--- src/rtl/cap_timer_mc_if.sv ---
// Bundle of the per-channel control strobes and status outputs of cap_timer_mc.
//   master: drives start/stop/periodic/load_val, observes busy/done/count/ovr/done_any
//   slave : the timer itself
// Channel i of a flattened vector lives at [i*CNT_W +: CNT_W].
interface cap_timer_mc_if #(
  parameter int unsigned NUM_CH = 4,
  parameter int unsigned CNT_W  = 8
);
  logic [NUM_CH-1:0]       start;
  logic [NUM_CH-1:0]       stop;
  logic [NUM_CH-1:0]       periodic;
  logic [NUM_CH*CNT_W-1:0] load_val;
  logic [NUM_CH-1:0]       busy;
  logic [NUM_CH-1:0]       done;
  logic [NUM_CH*CNT_W-1:0] count;
  logic [NUM_CH-1:0]       ovr;
  logic                    done_any;

  modport master (
    output start, stop, periodic, load_val,
    input  busy, done, count, ovr, done_any
  );

  modport slave (
    input  start, stop, periodic, load_val,
    output busy, done, count, ovr, done_any
  );
endinterface

--- src/rtl/cap_timer_mc.sv ---
// Multi-channel programmable delay timer.
// Each channel is armed by start, counts N cycles (N = load_val slice, or DEFAULT_COUNT when the
// slice is 0) and emits a one-cycle done pulse. One-shot or periodic (auto-reload) per start;
// stop cancels; with RETRIGGER=1 a start on a running channel restarts it, otherwise it is
// ignored and the sticky ovr flag is raised.
// Ports:
//   clk    : rising-edge clock
//   rst_n  : asynchronous active-low reset
//   ctl_io : cap_timer_mc_if.slave (start/stop/periodic/load_val in; busy/done/count/ovr/done_any
//            out), all outputs registered.
module cap_timer_mc #(
  parameter int unsigned NUM_CH        = 4,
  parameter int unsigned CNT_W         = 8,
  parameter int unsigned DEFAULT_COUNT = 10,
  parameter bit          RETRIGGER     = 1'b0
) (
  input  logic           clk,
  input  logic           rst_n,
  cap_timer_mc_if.slave  ctl_io
);

  localparam logic [CNT_W-1:0] DefCnt = CNT_W'(DEFAULT_COUNT);
  localparam logic [CNT_W-1:0] One    = CNT_W'(1);

  typedef enum logic {StIdle, StRun} ch_state_e;

  ch_state_e state_q [NUM_CH];
  ch_state_e state_d [NUM_CH];

  logic [NUM_CH-1:0][CNT_W-1:0] cnt_q, cnt_d;
  logic [NUM_CH-1:0][CNT_W-1:0] term_q, term_d;
  logic [NUM_CH-1:0][CNT_W-1:0] load_slice;
  logic [NUM_CH-1:0]            mode_q, mode_d;
  logic [NUM_CH-1:0]            done_q, done_d;
  logic [NUM_CH-1:0]            ovr_q, ovr_d;
  logic [NUM_CH-1:0]            accept;
  logic [NUM_CH-1:0]            active;
  logic                         done_any_q, done_any_d;

  assign load_slice = ctl_io.load_val;

  always_comb begin
    for (int i = 0; i < NUM_CH; i++) begin
      state_d[i] = state_q[i];
      cnt_d[i]   = cnt_q[i];
      term_d[i]  = term_q[i];
      mode_d[i]  = mode_q[i];
      done_d[i]  = 1'b0;
      ovr_d[i]   = ovr_q[i];
      active[i]  = (state_q[i] == StRun);
      accept[i]  = ctl_io.start[i] && (!active[i] || RETRIGGER);

      if (ctl_io.stop[i]) begin
        // Cancel: count freezes where it is, any coincident start is dropped.
        state_d[i] = StIdle;
        ovr_d[i]   = 1'b0;
      end else if (accept[i]) begin
        // A restart on the terminal cycle wins, so no done is produced.
        state_d[i] = StRun;
        cnt_d[i]   = '0;
        term_d[i]  = (load_slice[i] == '0) ? DefCnt : load_slice[i];
        mode_d[i]  = ctl_io.periodic[i];
      end else begin
        if (ctl_io.start[i] && active[i]) begin
          ovr_d[i] = 1'b1;
        end
        if (active[i]) begin
          if (cnt_q[i] < term_q[i] - One) begin
            cnt_d[i] = cnt_q[i] + One;
          end else begin
            done_d[i] = 1'b1;
            if (mode_q[i]) begin
              cnt_d[i] = '0;
            end else begin
              cnt_d[i]   = term_q[i];
              state_d[i] = StIdle;
            end
          end
        end
      end
    end
    done_any_d = |done_d;
  end

  always_ff @(posedge clk or negedge rst_n) begin
    if (!rst_n) begin
      for (int i = 0; i < NUM_CH; i++) begin
        state_q[i] <= StIdle;
      end
      cnt_q      <= '0;
      term_q     <= '0;
      mode_q     <= '0;
      done_q     <= '0;
      ovr_q      <= '0;
      done_any_q <= 1'b0;
    end else begin
      for (int i = 0; i < NUM_CH; i++) begin
        state_q[i] <= state_d[i];
      end
      cnt_q      <= cnt_d;
      term_q     <= term_d;
      mode_q     <= mode_d;
      done_q     <= done_d;
      ovr_q      <= ovr_d;
      done_any_q <= done_any_d;
    end
  end

  assign ctl_io.busy     = active;
  assign ctl_io.done     = done_q;
  assign ctl_io.count    = cnt_q;
  assign ctl_io.ovr      = ovr_q;
  assign ctl_io.done_any = done_any_q;

endmodule

--- src/flat_wrapper.sv ---
// flat-port wrapper written by rule: the top's interface ports become plain ports
module cap_timer_mc_flat 
#(
  parameter int unsigned NUM_CH        = 4,
  parameter int unsigned CNT_W         = 8,
  parameter int unsigned DEFAULT_COUNT = 10,
  parameter bit          RETRIGGER     = 1'b0
)
  (clk, rst_n, ctl_io_start, ctl_io_stop, ctl_io_periodic, ctl_io_load_val, ctl_io_busy, ctl_io_done, ctl_io_count, ctl_io_ovr, ctl_io_done_any);
  cap_timer_mc_if #(.NUM_CH(NUM_CH), .CNT_W(CNT_W)) ctl_io_i ();
  input  logic clk;
  input  logic rst_n;
  input wire logic [$bits(ctl_io_i.start)-1:0] ctl_io_start;
  input wire logic [$bits(ctl_io_i.stop)-1:0] ctl_io_stop;
  input wire logic [$bits(ctl_io_i.periodic)-1:0] ctl_io_periodic;
  input wire logic [$bits(ctl_io_i.load_val)-1:0] ctl_io_load_val;
  output wire logic [$bits(ctl_io_i.busy)-1:0] ctl_io_busy;
  output wire logic [$bits(ctl_io_i.done)-1:0] ctl_io_done;
  output wire logic [$bits(ctl_io_i.count)-1:0] ctl_io_count;
  output wire logic [$bits(ctl_io_i.ovr)-1:0] ctl_io_ovr;
  output wire logic [$bits(ctl_io_i.done_any)-1:0] ctl_io_done_any;
  assign ctl_io_i.start = ctl_io_start;
  assign ctl_io_i.stop = ctl_io_stop;
  assign ctl_io_i.periodic = ctl_io_periodic;
  assign ctl_io_i.load_val = ctl_io_load_val;
  assign ctl_io_busy = ctl_io_i.busy;
  assign ctl_io_done = ctl_io_i.done;
  assign ctl_io_count = ctl_io_i.count;
  assign ctl_io_ovr = ctl_io_i.ovr;
  assign ctl_io_done_any = ctl_io_i.done_any;
  cap_timer_mc #(.NUM_CH(NUM_CH), .CNT_W(CNT_W), .DEFAULT_COUNT(DEFAULT_COUNT), .RETRIGGER(RETRIGGER)) u_core (.clk(clk), .rst_n(rst_n), .ctl_io(ctl_io_i));
endmodule
--- config.mk ---
export PLATFORM = sky130hd
export DESIGN_NAME = cap_timer_mc_flat
export DESIGN_NICKNAME = d
export VERILOG_FILES = /design/src/rtl/cap_timer_mc_if.sv /design/src/rtl/cap_timer_mc.sv /design/src/flat_wrapper.sv
export SDC_FILE = /design/constraint.sdc
export NUM_CORES = 1
export LEC_CHECK = 0
export CAP_MARGIN = 20
export CORE_MARGIN = 2
export CORE_UTILIZATION = 53
export CTS_CLUSTER_SIZE = 24
export DETAILED_ROUTE_END_ITERATION = 6
export GPL_TIMING_DRIVEN = 0
export PLACE_DENSITY = 0.88
export SYNTH_ARGS = -nofsm -noshare
export SYNTH_HDL_FRONTEND = slang
export SYNTH_SLANG_ARGS = --single-unit
--- constraint.sdc ---
create_clock -name clk -period 3.9 [get_ports clk]
set_input_delay 0.585 -clock clk [delete_from_list [all_inputs] [get_ports clk]]
set_output_delay 0.585 -clock clk [all_outputs]
set_load 0.03 [all_outputs]
==> summary.md, run 1 <==
| Metric | Value |
|---|---|
| Synth cell types | 51 |
| Synthesized area | 4785 sq um |
| Max Fclk | roughly 310 MHz |
| RSZ-0062 raised after global routing | false |
| Final worst setup slack | approximately 720 ps |
| Post-layout minimum cycle time | 3176 ps |
| Critical Path Start | u_core.term_q[21]$_DFFE_PN0P_ |
| Setup bufs post-CTS | 0 |
| PwrDens | ~420 nW/um^2 |
| Row count | 34 |
| Post-synth top area share | around 42% |
| CTS clock-pin slew for the worst setup and hold paths | 80 ps |
| CTS Sinks | between 80 and 90 |
| Yosys warns | 0 |
| CTS resizes | 0 |
| Peak VDD IR | 0.2623 mV |
| CORE AREA | 8721 sq um |
| DIE AREA | 9804 sq um |
| Number of global-route vias before repair | a little over 4,000 |
| P_int | between 1.5 and 2 mW |
| WL per Instance | around 16 microns |
| Final net count | 655 |
| Clock root buffer | clkbuf_8 |
| Crit path kind | reg -> reg |
| Dpl cell area | 5838 sq um |
| Critical R2R Launch | u_core.term_q[21]$_DFFE_PN0P_ |
| Pre-CTS WS | about 760 ps |
| Critical Path RT | around 4100 ps |
| Synth async-reset ratio | 100.0% |
| Antenna-violating nets left | 0 |
| Initial DRC Count | 99 |
| CTS tree | yes |
| Worst hold path type | in -> async |
| Comb power frac | between 20% and 30% |
| Leak pwr | 2.570 nW |
| Net switching power figure | roughly 0.83 mW |
| Max-slew violation count | 0 |
| First-pass GRT wire length | 18,630 microns |
| Worst EP arrival | 3390 ps |
| Post-synth top area cell | dfrtp_1 |
| Hpwl dp | 8501 microns |
| Syn_area_per_cell | about 10 sq um |
| Initial Util | 54.86% |
| Final Skew | 13.10 ps |
| Global placement routability congestion | roughly 0.93 |
| I/O Pins | 91 |
| Syn Nets | 553 |
| Initial antenna violation count | 0 |
| Hold Fails Final Rpt | 0 |
| Seq cells post-synth | 81 |
| Drt total wl | 11,130 microns |
| Synth cell count leaders | dfrtp_1, ha_1, nor2_1 |
| Count leader, synth | dfrtp_1 |
| Worst-Skew Late Latency | around 340 ps |
| Final worst-path cycle share | 81.42% |
| Max Fanout on Critical Path | 9 |
| Register share of total power | 43.5% |
| TritonRoute pass-1 iters | 5 |
| Pin count of the biggest net entering global routing | 46 |
| DR DRC count | 0 |
| Vias | between 4,000 and 5,000 |
| Clock share of power | 28.4% |
| Port bufs | 90 |
| Post-layout util | 69.60% |
| Final setup fails | 0 |
| H-tree depth | 3 |
| Worst slew margin | 48.12% |
| Fill cells | 661 |
| Die X | 99.02 microns |
| CTS buffer count | 9 |
| Diode count | 0 |
| Total track usage | 23.05% |
| Routed vias/inst | 5.999 |
| Worst R2R Path Depth | 9 |
| Outcome | finished clean |
| Post-synth EDFFs | 0 |
| Area growth, synth to finish | 26.86% |
| Seq/Total Area, Yosys | 42.36% |
| MaxCap Viol Count | 0 |
| Slew @ Worst Pin | 776.7 ps |
| Sw Ratio | around 32% |
| Final Instance Area | 6070 sq um |
| Final Power | 2.571 mW |
| Top_reg_cell synth | dfrtp_1 |
| Share of cells above drive strength 1 | 8.333% |
| Die H | 99.02 microns |
| Largest cells by area after synthesis | dfrtp_1, ha_1, mux2_2 |
| Crit end category | flip-flop |
| Post-CTS Hold Fix Bufs | 0 |
| Grt ovf | 0 |
| Cells after Synth | 471 |
| CP Launch Type | flip-flop |
| Clk buf depth | 2 |
## cells in the final DEF (no fill, tap or decap), drive strengths merged, types with 3 or more instances in the layout
| cell | instances |
|---|---|
| clkdlybuf4s50 | 89 |
| dfrtp | 81 |
| nor2 | 36 |
| ha | 36 |
| nand2 | 34 |
| xnor2 | 25 |
| o21ai | 24 |
| mux2 | 23 |
| nand3 | 20 |
| a21oi | 19 |
| inv | 18 |
| clkbuf | 17 |
| xor2 | 15 |
| or4 | 13 |
| nor3 | 13 |
| a221o | 10 |
| and3 | 8 |
| o22a | 8 |
| o311ai | 7 |
| nand2b | 6 |
| nor4 | 5 |
| nor4b | 5 |
| a21o | 5 |
| nor3b | 5 |
| a211oi | 4 |
| o21bai | 4 |
| a32oi | 4 |
| o31ai | 4 |
| buf | 4 |
| or2 | 3 |
| a31oi | 3 |
| bufinv | 3 |
| nor2b | 3 |
## critical path, stage by stage (launching register included)
cell and delay [ps]:
dfrtp_1 440, or4_1 550, nor4_1 260, xnor2_1 180, ha_1 270, a21oi_1 140
o21ai_0 120, a41oi_2 390, nor2_1 170, or4_1 530
## per-stage QoR
stage	hold WS, ps	TNS [ps]	instances
2_1_floorplan	289.4	0	471
3_3_place_gp	481.9	-46430	669
3_5_place_dp	493.3	0	670
4_1_cts	215.0	0	684
5_1_grt	231.7	0	684
6_report	196.4	0	684
## area by class of cell
class / instances / area [sq um] / area share [%]
tap: 108 / 135.1 / 2.226
buffer: 8 / 31.28 / 0.5154
timing repair buffer: 91 / 918.4 / 15.13
clock inverter: 3 / 90.09 / 1.484
sequential: 81 / 2027 / 33.40
clock buffer: 11 / 141.4 / 2.329
multi-input combinational: 364 / 2659 / 43.81
inverter: 18 / 67.56 / 1.113
## final timing paths
path,to,slack (ps)
max,u_core.ctl_io.done_any$_DFF_PN0_,720
min in group clk,u_core.ctl_io.ovr[1]$_DFFE_PN0P_,520
max in group asynchronous,u_core.term_q[13]$_DFFE_PN0P_,3100
min reg2reg,u_core.ctl_io.ovr[1]$_DFFE_PN0P_,520
max reg2reg,u_core.ctl_io.done_any$_DFF_PN0_,720
min,u_core.term_q[30]$_DFFE_PN0P_,200
## metal layers
metal | part of all wire [%] | global-route usage (%) | wire [microns] | up-vias
met5 | 0 | 0 | 0 | -
met4 | 1.1 | 5.374 | 124 | 0
met1 | 43 | 29.60 | 4779 | 2008
li1 | - | - | - | 1961
met2 | 51 | 40.64 | 5690 | 119
met3 | 4.8 | 4.043 | 530 | 15
## sequential cells by signal (all words and copies together), names as in the netlist
signal and cells:
u_core.ctl_io.done_any 1, u_core.ctl_io.busy 4, u_core.term_q 32, u_core.ctl_io.count 32, u_core.ctl_io.done 4, u_core.mode_q 4, u_core.ctl_io.ovr 4
## power by group through the flow
stage,clock (mW),sequential [mW],combinational [mW]
after global placement,0,1.12,0.680
after detailed placement,0,1.13,0.719
after global routing,0.776,1.14,0.796
final,0.731,1.12,0.722
after CTS,0.746,1.12,0.725
after floorplan,0,1.17,0.397
## kinds of logic (layout without fill, tap and decap cells)
logic type	after synthesis	after routing	share of synthesized area (%)
muxes	24	24	5.622
AOI/OAI and AO/OA	107	107	16.24
and+or+nand+nor	157	157	16.97
adders and majority gates	36	36	9.414
DFF	81	81	42.36
xor gates and xnor gates	40	40	7.322
buffers and inverters	26	131	2.066
Note: power is estimated with default switching activity, not from simulation.
==> run 2, diff against run 1 <==
Clock period 3.9 ns to 3.1 ns, I/O delays scaled along.
==> summary.md, run 2 (synthesized netlist as in run 1, its figures left out) <==
| Metric | Value |
|---|---|
| Most frequent cells in the layout | clkdlybuf4s50_1, dfrtp_1, ha_1, nor2_1, nand2_1 |
| Number of global-route vias before repair | 4,054 (+0.67%) |
| Port bufs | 90 (unchanged) |
| Worst hold path type | in -> async |
| Routed vias/inst | 6.057 (+0.98%) |
| Slew @ Worst Pin | 761.2 ps (-15.47 ps) |
| Total track usage | 23.16% (+0.11 points) |
| Critical Path RT | 3320 ps (-800 ps) |
| Post-layout minimum cycle time | 3030 ps (-145.9 ps) |
| Vias | 4,216 (+2.8%) |
| H-tree depth | 3 (unchanged) |
| Clk buf depth | 2 (unchanged) |
| CP Launch Type | flip-flop |
| Max Fanout on Critical Path | 5 (-4) |
| Crit path kind | reg -> reg |
| Final Power | 3.296 mW (+28%) |
| Hpwl dp | 8501 microns (unchanged) |
| Final net count | 667 (+1.8%) |
| WP buf/inv | 0 (unchanged) |
| Initial DRC Count | 134 (+35%) |
| Initial Util | 54.86% (unchanged) |
| Global placement routability congestion | 0.9323 (unchanged) |
| MaxCap Viol Count | 0 (unchanged) |
| Reg-to-reg slack, setup | 70 ps (-650 ps) |
| Share of cells above drive strength 1 | 11.39% (+3.1 points) |
| Worst slew margin | 49.15% (+1.0 points) |
| Slowest cell on crit path | or4_4 |
| Die X | 99.02 microns (unchanged) |
| Max-slew violation count | 0 (unchanged) |
| Clock root buffer | clkbuf_8 |
| DIE AREA | 9804 sq um (unchanged) |
| CTS Sinks | 81 (unchanged) |
| Leak pwr | 2.627 nW (+2.2%) |
| Row count | 34 (unchanged) |
| Grt ovf | 0 (unchanged) |
| Die H | 99.02 microns (unchanged) |
| Diode count | 0 (unchanged) |
| Final worst-path cycle share | 97.73% (+16 points) |
| Pin count of the biggest net entering global routing | 46 (unchanged) |
| Worst-Skew Late Latency | 350 ps (about the same) |
| CTS clock-pin slew for the worst setup and hold paths | 90 ps (about the same) |
| CTS tree | yes |
| CORE AREA | 8721 sq um (unchanged) |
| WL per Instance | 16.79 microns (+3.2%) |
| First-pass GRT wire length | 18,730 microns (+0.52%) |
| Final hold slack | 67.44 ps (-129.0 ps) |
| Max Fclk | 330.1 MHz (+4.8%) |
| I/O Pins | 91 (unchanged) |
| Hold Fails Final Rpt | 0 (unchanged) |
| Peak VDD IR | 0.3270 mV (+25%) |
| Final setup fails | 0 (unchanged) |
| CP top delay family | simple AND/OR/NAND/NOR gates |
| RSZ-0062 raised after global routing | true |
| Crit end category | flip-flop |
| Setup TNS | 0 ps (unchanged) |
| Area growth, synth to finish | 29.47% |
| Outcome | finished clean |
| Final Skew | 13.30 ps (+0.2034 ps) |
| Worst EP arrival | 3250 ps (-140 ps) |
| CTS buffer count | 9 (unchanged) |
| Initial antenna violation count | 0 (unchanged) |
| TritonRoute pass-1 iters | 4 (-1) |
| Antenna-violating nets left | 0 (unchanged) |
| PwrDens | 532.0 nW/um^2 (+26%) |
| Most common cell after layout, fill and taps aside | clkdlybuf4s50_1 |
| Drt total wl | 11,680 microns (+5.0%) |
| CP max stage delay | 570 ps (+20 ps) |
| DR DRC count | 0 (unchanged) |
| Worst path cell trace | or4_4 -> nor4_4 -> xnor2_1 -> ha_1 -> a21oi_1 -> o21ai_1 -> a41oi_2 -> nor2_2 -> or4_1 |
## run 2: stage by stage
stage	worst slack [ps]	std cells	cell area, sq um	utilization (%)
2_1_floorplan	265.6	471	4785	-
3_3_place_gp	-1257	669	5821	66.74
3_5_place_dp	-35.81	670	5838	66.94
4_1_cts	32.98	685	6077	69.68
5_1_grt	-64.86	696	6195	71.03
6_report	70.42	696	6195	71.03
## run 2: path summary, 6_finish.rpt
| check | start | endpoint | cells past startpoint |
|---|---|---|---|
| max | u_core.term_q[21]$_DFFE_PN0P_ | u_core.ctl_io.done_any$_DFF_PN0_ | 9 |
| min | rst_n | u_core.term_q[30]$_DFFE_PN0P_ | 1 |
| max reg2reg | u_core.term_q[21]$_DFFE_PN0P_ | u_core.ctl_io.done_any$_DFF_PN0_ | 9 |
| min reg2reg | u_core.ctl_io.ovr[1]$_DFFE_PN0P_ | u_core.ctl_io.ovr[1]$_DFFE_PN0P_ | 2 |
| max in group asynchronous | rst_n | u_core.term_q[13]$_DFFE_PN0P_ | 2 |
| min in group clk | u_core.ctl_io.ovr[1]$_DFFE_PN0P_ | u_core.ctl_io.ovr[1]$_DFFE_PN0P_ | 2 |
## run 2: worst reg2reg max path: stages (launching register included)
cell and delay, ps:
dfrtp_1 430, or4_4 580, nor4_4 290, xnor2_1 160, ha_1 270, a21oi_1 140
o21ai_1 100, a41oi_2 320, nor2_2 100, or4_1 520
## run 2: report_power, final
group,total [mW],internal (mW),switching [mW]
Sequential,1.41,1.20,0.218
Clock,0.924,0.550,0.374
Combinational,0.957,0.471,0.487
## run 2: timing repair
item | 4_1_cts | 5_1_grt
gates cloned | 0 | 0
resized for setup | 0 | 11
hold buffers | 0 | 0
endpoints found under the setup margin | 1 | 10
buffers inserted | 1 | 11
pin swaps | 0 | 4
## run 2: final cells by class
cell class | count | area [sq um]
tap | 108 | 135.1
buffer | 8 | 31.28
sequential | 81 | 2028
clock buffer | 11 | 141.4
clock inverter | 3 | 90.09
multi-input combinational | 364 | 2693
timing repair buffer | 103 | 1008
fill | 644 | 2526
inverter | 18 | 67.56
## run 2: layer usage
layer	GRT usage (%)	part of all wire [%]	wire length, microns	vias up
met5	0	0	0	-
met4	5.058	1.2	135	0
met3	4.043	4.8	558	16
met2	41.16	52	6094	124
met1	29.60	42	4896	2090
li1	-	-	-	1986
==> run 3, diff against run 2 <==
Settings changed: CORE_MARGIN 2 to unset.
Clock period 3.1 ns to 3.2 ns, I/O delays scaled along.
==> summary.md, run 3 (synthesized netlist as in run 1, its figures left out) <==
| Metric | Value |
|---|---|
| Worst-Skew Late Latency | 350 ps (about the same) |
| Global placement routability congestion | 0.9237 (-0.92%) |
| Crit end category | flip-flop |
| Max-slew violation count | 0 (unchanged) |
| Row count | 34 (unchanged) |
| Worst path cell trace | or4_1 -> nor4_2 -> xnor2_1 -> ha_1 -> a21oi_1 -> o21ai_0 -> a41oi_2 -> nor2_1 -> or4_1 |
| Vias | 4,077 (-3.3%) |
| Final hold slack | 84.37 ps (+16.93 ps) |
| H-tree depth | 3 (unchanged) |
| I/O Pins | 91 (unchanged) |
| Initial DRC Count | 91 (-32%) |
| WP buf/inv | 0 (unchanged) |
| Clock root buffer | clkbuf_8 |
| Total track usage | 24.73% (+1.6 points) |
| Diode count | 0 (unchanged) |
| Peak VDD IR | 0.3089 mV (-5.5%) |
| Slew @ Worst Pin | 742.2 ps (-18.97 ps) |
| CTS buffer count | 9 (unchanged) |
| Slowest cell on crit path | or4_1 |
| MaxCap Viol Count | 0 (unchanged) |
| Final setup fails | 0 (unchanged) |
| CTS tree | yes |
| Hold Fails Final Rpt | 0 (unchanged) |
| Antenna-violating nets left | 0 (unchanged) |
| Max Fclk | 316.0 MHz (-4.3%) |
| Outcome | finished clean |
| Port bufs | 90 (unchanged) |
| Area growth, synth to finish | 26.67% |
| Worst slew margin | 50.42% (+1.3 points) |
| Die X | 97.02 microns (-2.0%) |
| Worst R2R Path Depth | 9 (unchanged) |
| Final net count | 658 (-1.3%) |
| Most common cell after layout, fill and taps aside | clkdlybuf4s50_1 |
| DR DRC count | 0 (unchanged) |
| CTS clock-pin slew for the worst setup and hold paths | 90 ps (about the same) |
| CP max stage delay | 570 ps (about the same) |
| Post-layout minimum cycle time | 3165 ps (+135.1 ps) |
| Initial Util | 54.86% (unchanged) |
| CP Depth | 9 (unchanged) |
| First-pass GRT wire length | 18,990 microns (+1.4%) |
| Max Fanout on Critical Path | 8 (+3) |
| Critical Path RT | 3420 ps (+100 ps) |
| Die H | 97.02 microns (-2.0%) |
| TritonRoute pass-1 iters | 4 (unchanged) |
| Leak pwr | 2.557 nW (-2.6%) |
| Final worst-path cycle share | 98.90% (+1.2 points) |
| PwrDens | 491.0 nW/um^2 (-7.7%) |
| CORE AREA | 8721 sq um (unchanged) |
| CTS Sinks | 81 (unchanged) |
| Pin count of the biggest net entering global routing | 47 (+2.2%) |
| Worst EP arrival | 3390 ps (+140 ps) |
| Hpwl dp | 8208 microns (-3.4%) |
| Worst hold path type | in -> async |
| CP Launch Type | flip-flop |
| Post-CTS Hold Fix Bufs | 0 (unchanged) |
| Setup TNS | 0 ps (unchanged) |
| RSZ-0062 raised after global routing | true |
| CP top delay family | simple AND/OR/NAND/NOR gates |
| Final Skew | 9.704 ps (-3.597 ps) |
| Clk buf depth | 2 (unchanged) |
| DIE AREA | 9412 sq um (-4.0%) |
| WL per Instance | 16.43 microns (-2.1%) |
| Initial antenna violation count | 0 (unchanged) |
| Share of cells above drive strength 1 | 9.466% (-1.9 points) |
| Most frequent cells in the layout | clkdlybuf4s50_1, dfrtp_1, nor2_1, ha_1, nand2_1 |
| Drt total wl | 11,320 microns (-3.1%) |
| Number of global-route vias before repair | 3,990 (-1.6%) |
| Crit path kind | reg -> reg |
| Routed vias/inst | 5.917 (-2.3%) |
| Grt ovf | 0 (unchanged) |
| CP most frequent cell | or4_1 |
## run 3: changes by cell type in the layout (fill, tap and decap cells not counted), sizes merged
cell and change:
buf -9, clkinv +1, clkinvlp +3, bufinv -3, clkbuf +1
## run 3: cell type report
cell class | count | area [sq um]
sequential | 81 | 2027
timing repair buffer | 94 | 948.4
fill | 661 | 2660
clock buffer | 12 | 155.1
clock inverter | 4 | 27.53
buffer | 8 | 31.28
inverter | 18 | 67.56
tap | 108 | 135.1
multi-input combinational | 364 | 2669
## run 3: metal layers
layer,track usage [%],share of wire (%),vias to the layer above
met3,3.396,4.2,21
li1,-,-,1975
met4,8.496,2.1,0
met1,32.08,44,1965
met5,0,0,-
met2,42.42,50,116
## run 3: report_power, final
| group | internal [mW] | switching, mW |
|---|---|---|
| logic | 0.438 | 0.462 |
| registers | 1.16 | 0.209 |
| clock network | 0.324 | 0.384 |
## run 3: path summary, 6_finish.rpt
path | slack [ps] | startpoint | endpoint
max in group asynchronous | 2520 | rst_n | u_core.ctl_io.done[0]$_DFF_PN0_
min in group clk | 510 | u_core.ctl_io.ovr[3]$_DFFE_PN0P_ | u_core.ctl_io.ovr[3]$_DFFE_PN0P_
min reg2reg | 510 | u_core.ctl_io.ovr[3]$_DFFE_PN0P_ | u_core.ctl_io.ovr[3]$_DFFE_PN0P_
max | 40 | u_core.term_q[20]$_DFFE_PN0P_ | u_core.ctl_io.done_any$_DFF_PN0_
min | 80 | rst_n | u_core.term_q[30]$_DFFE_PN0P_
max reg2reg | 40 | u_core.term_q[20]$_DFFE_PN0P_ | u_core.ctl_io.done_any$_DFF_PN0_
## run 3: stage by stage
step	utilization (%)	cells	area [sq um]	worst slack, ps	power (mW)
after floorplan	-	471	4785	365.6	1.905
after global placement	66.74	669	5821	-1185	2.198
after detailed placement	67.03	670	5846	55.68	2.256
after CTS	69.12	686	6028	10.68	2.969
after global routing	69.50	689	6061	-109.3	3.152
final	69.50	689	6061	35.27	2.976
## run 3: repair_timing
item / CTS / global route
endpoints found under the setup margin: 0 / 7
resized for setup: 0 / 3
setup buffers: 0 / 3
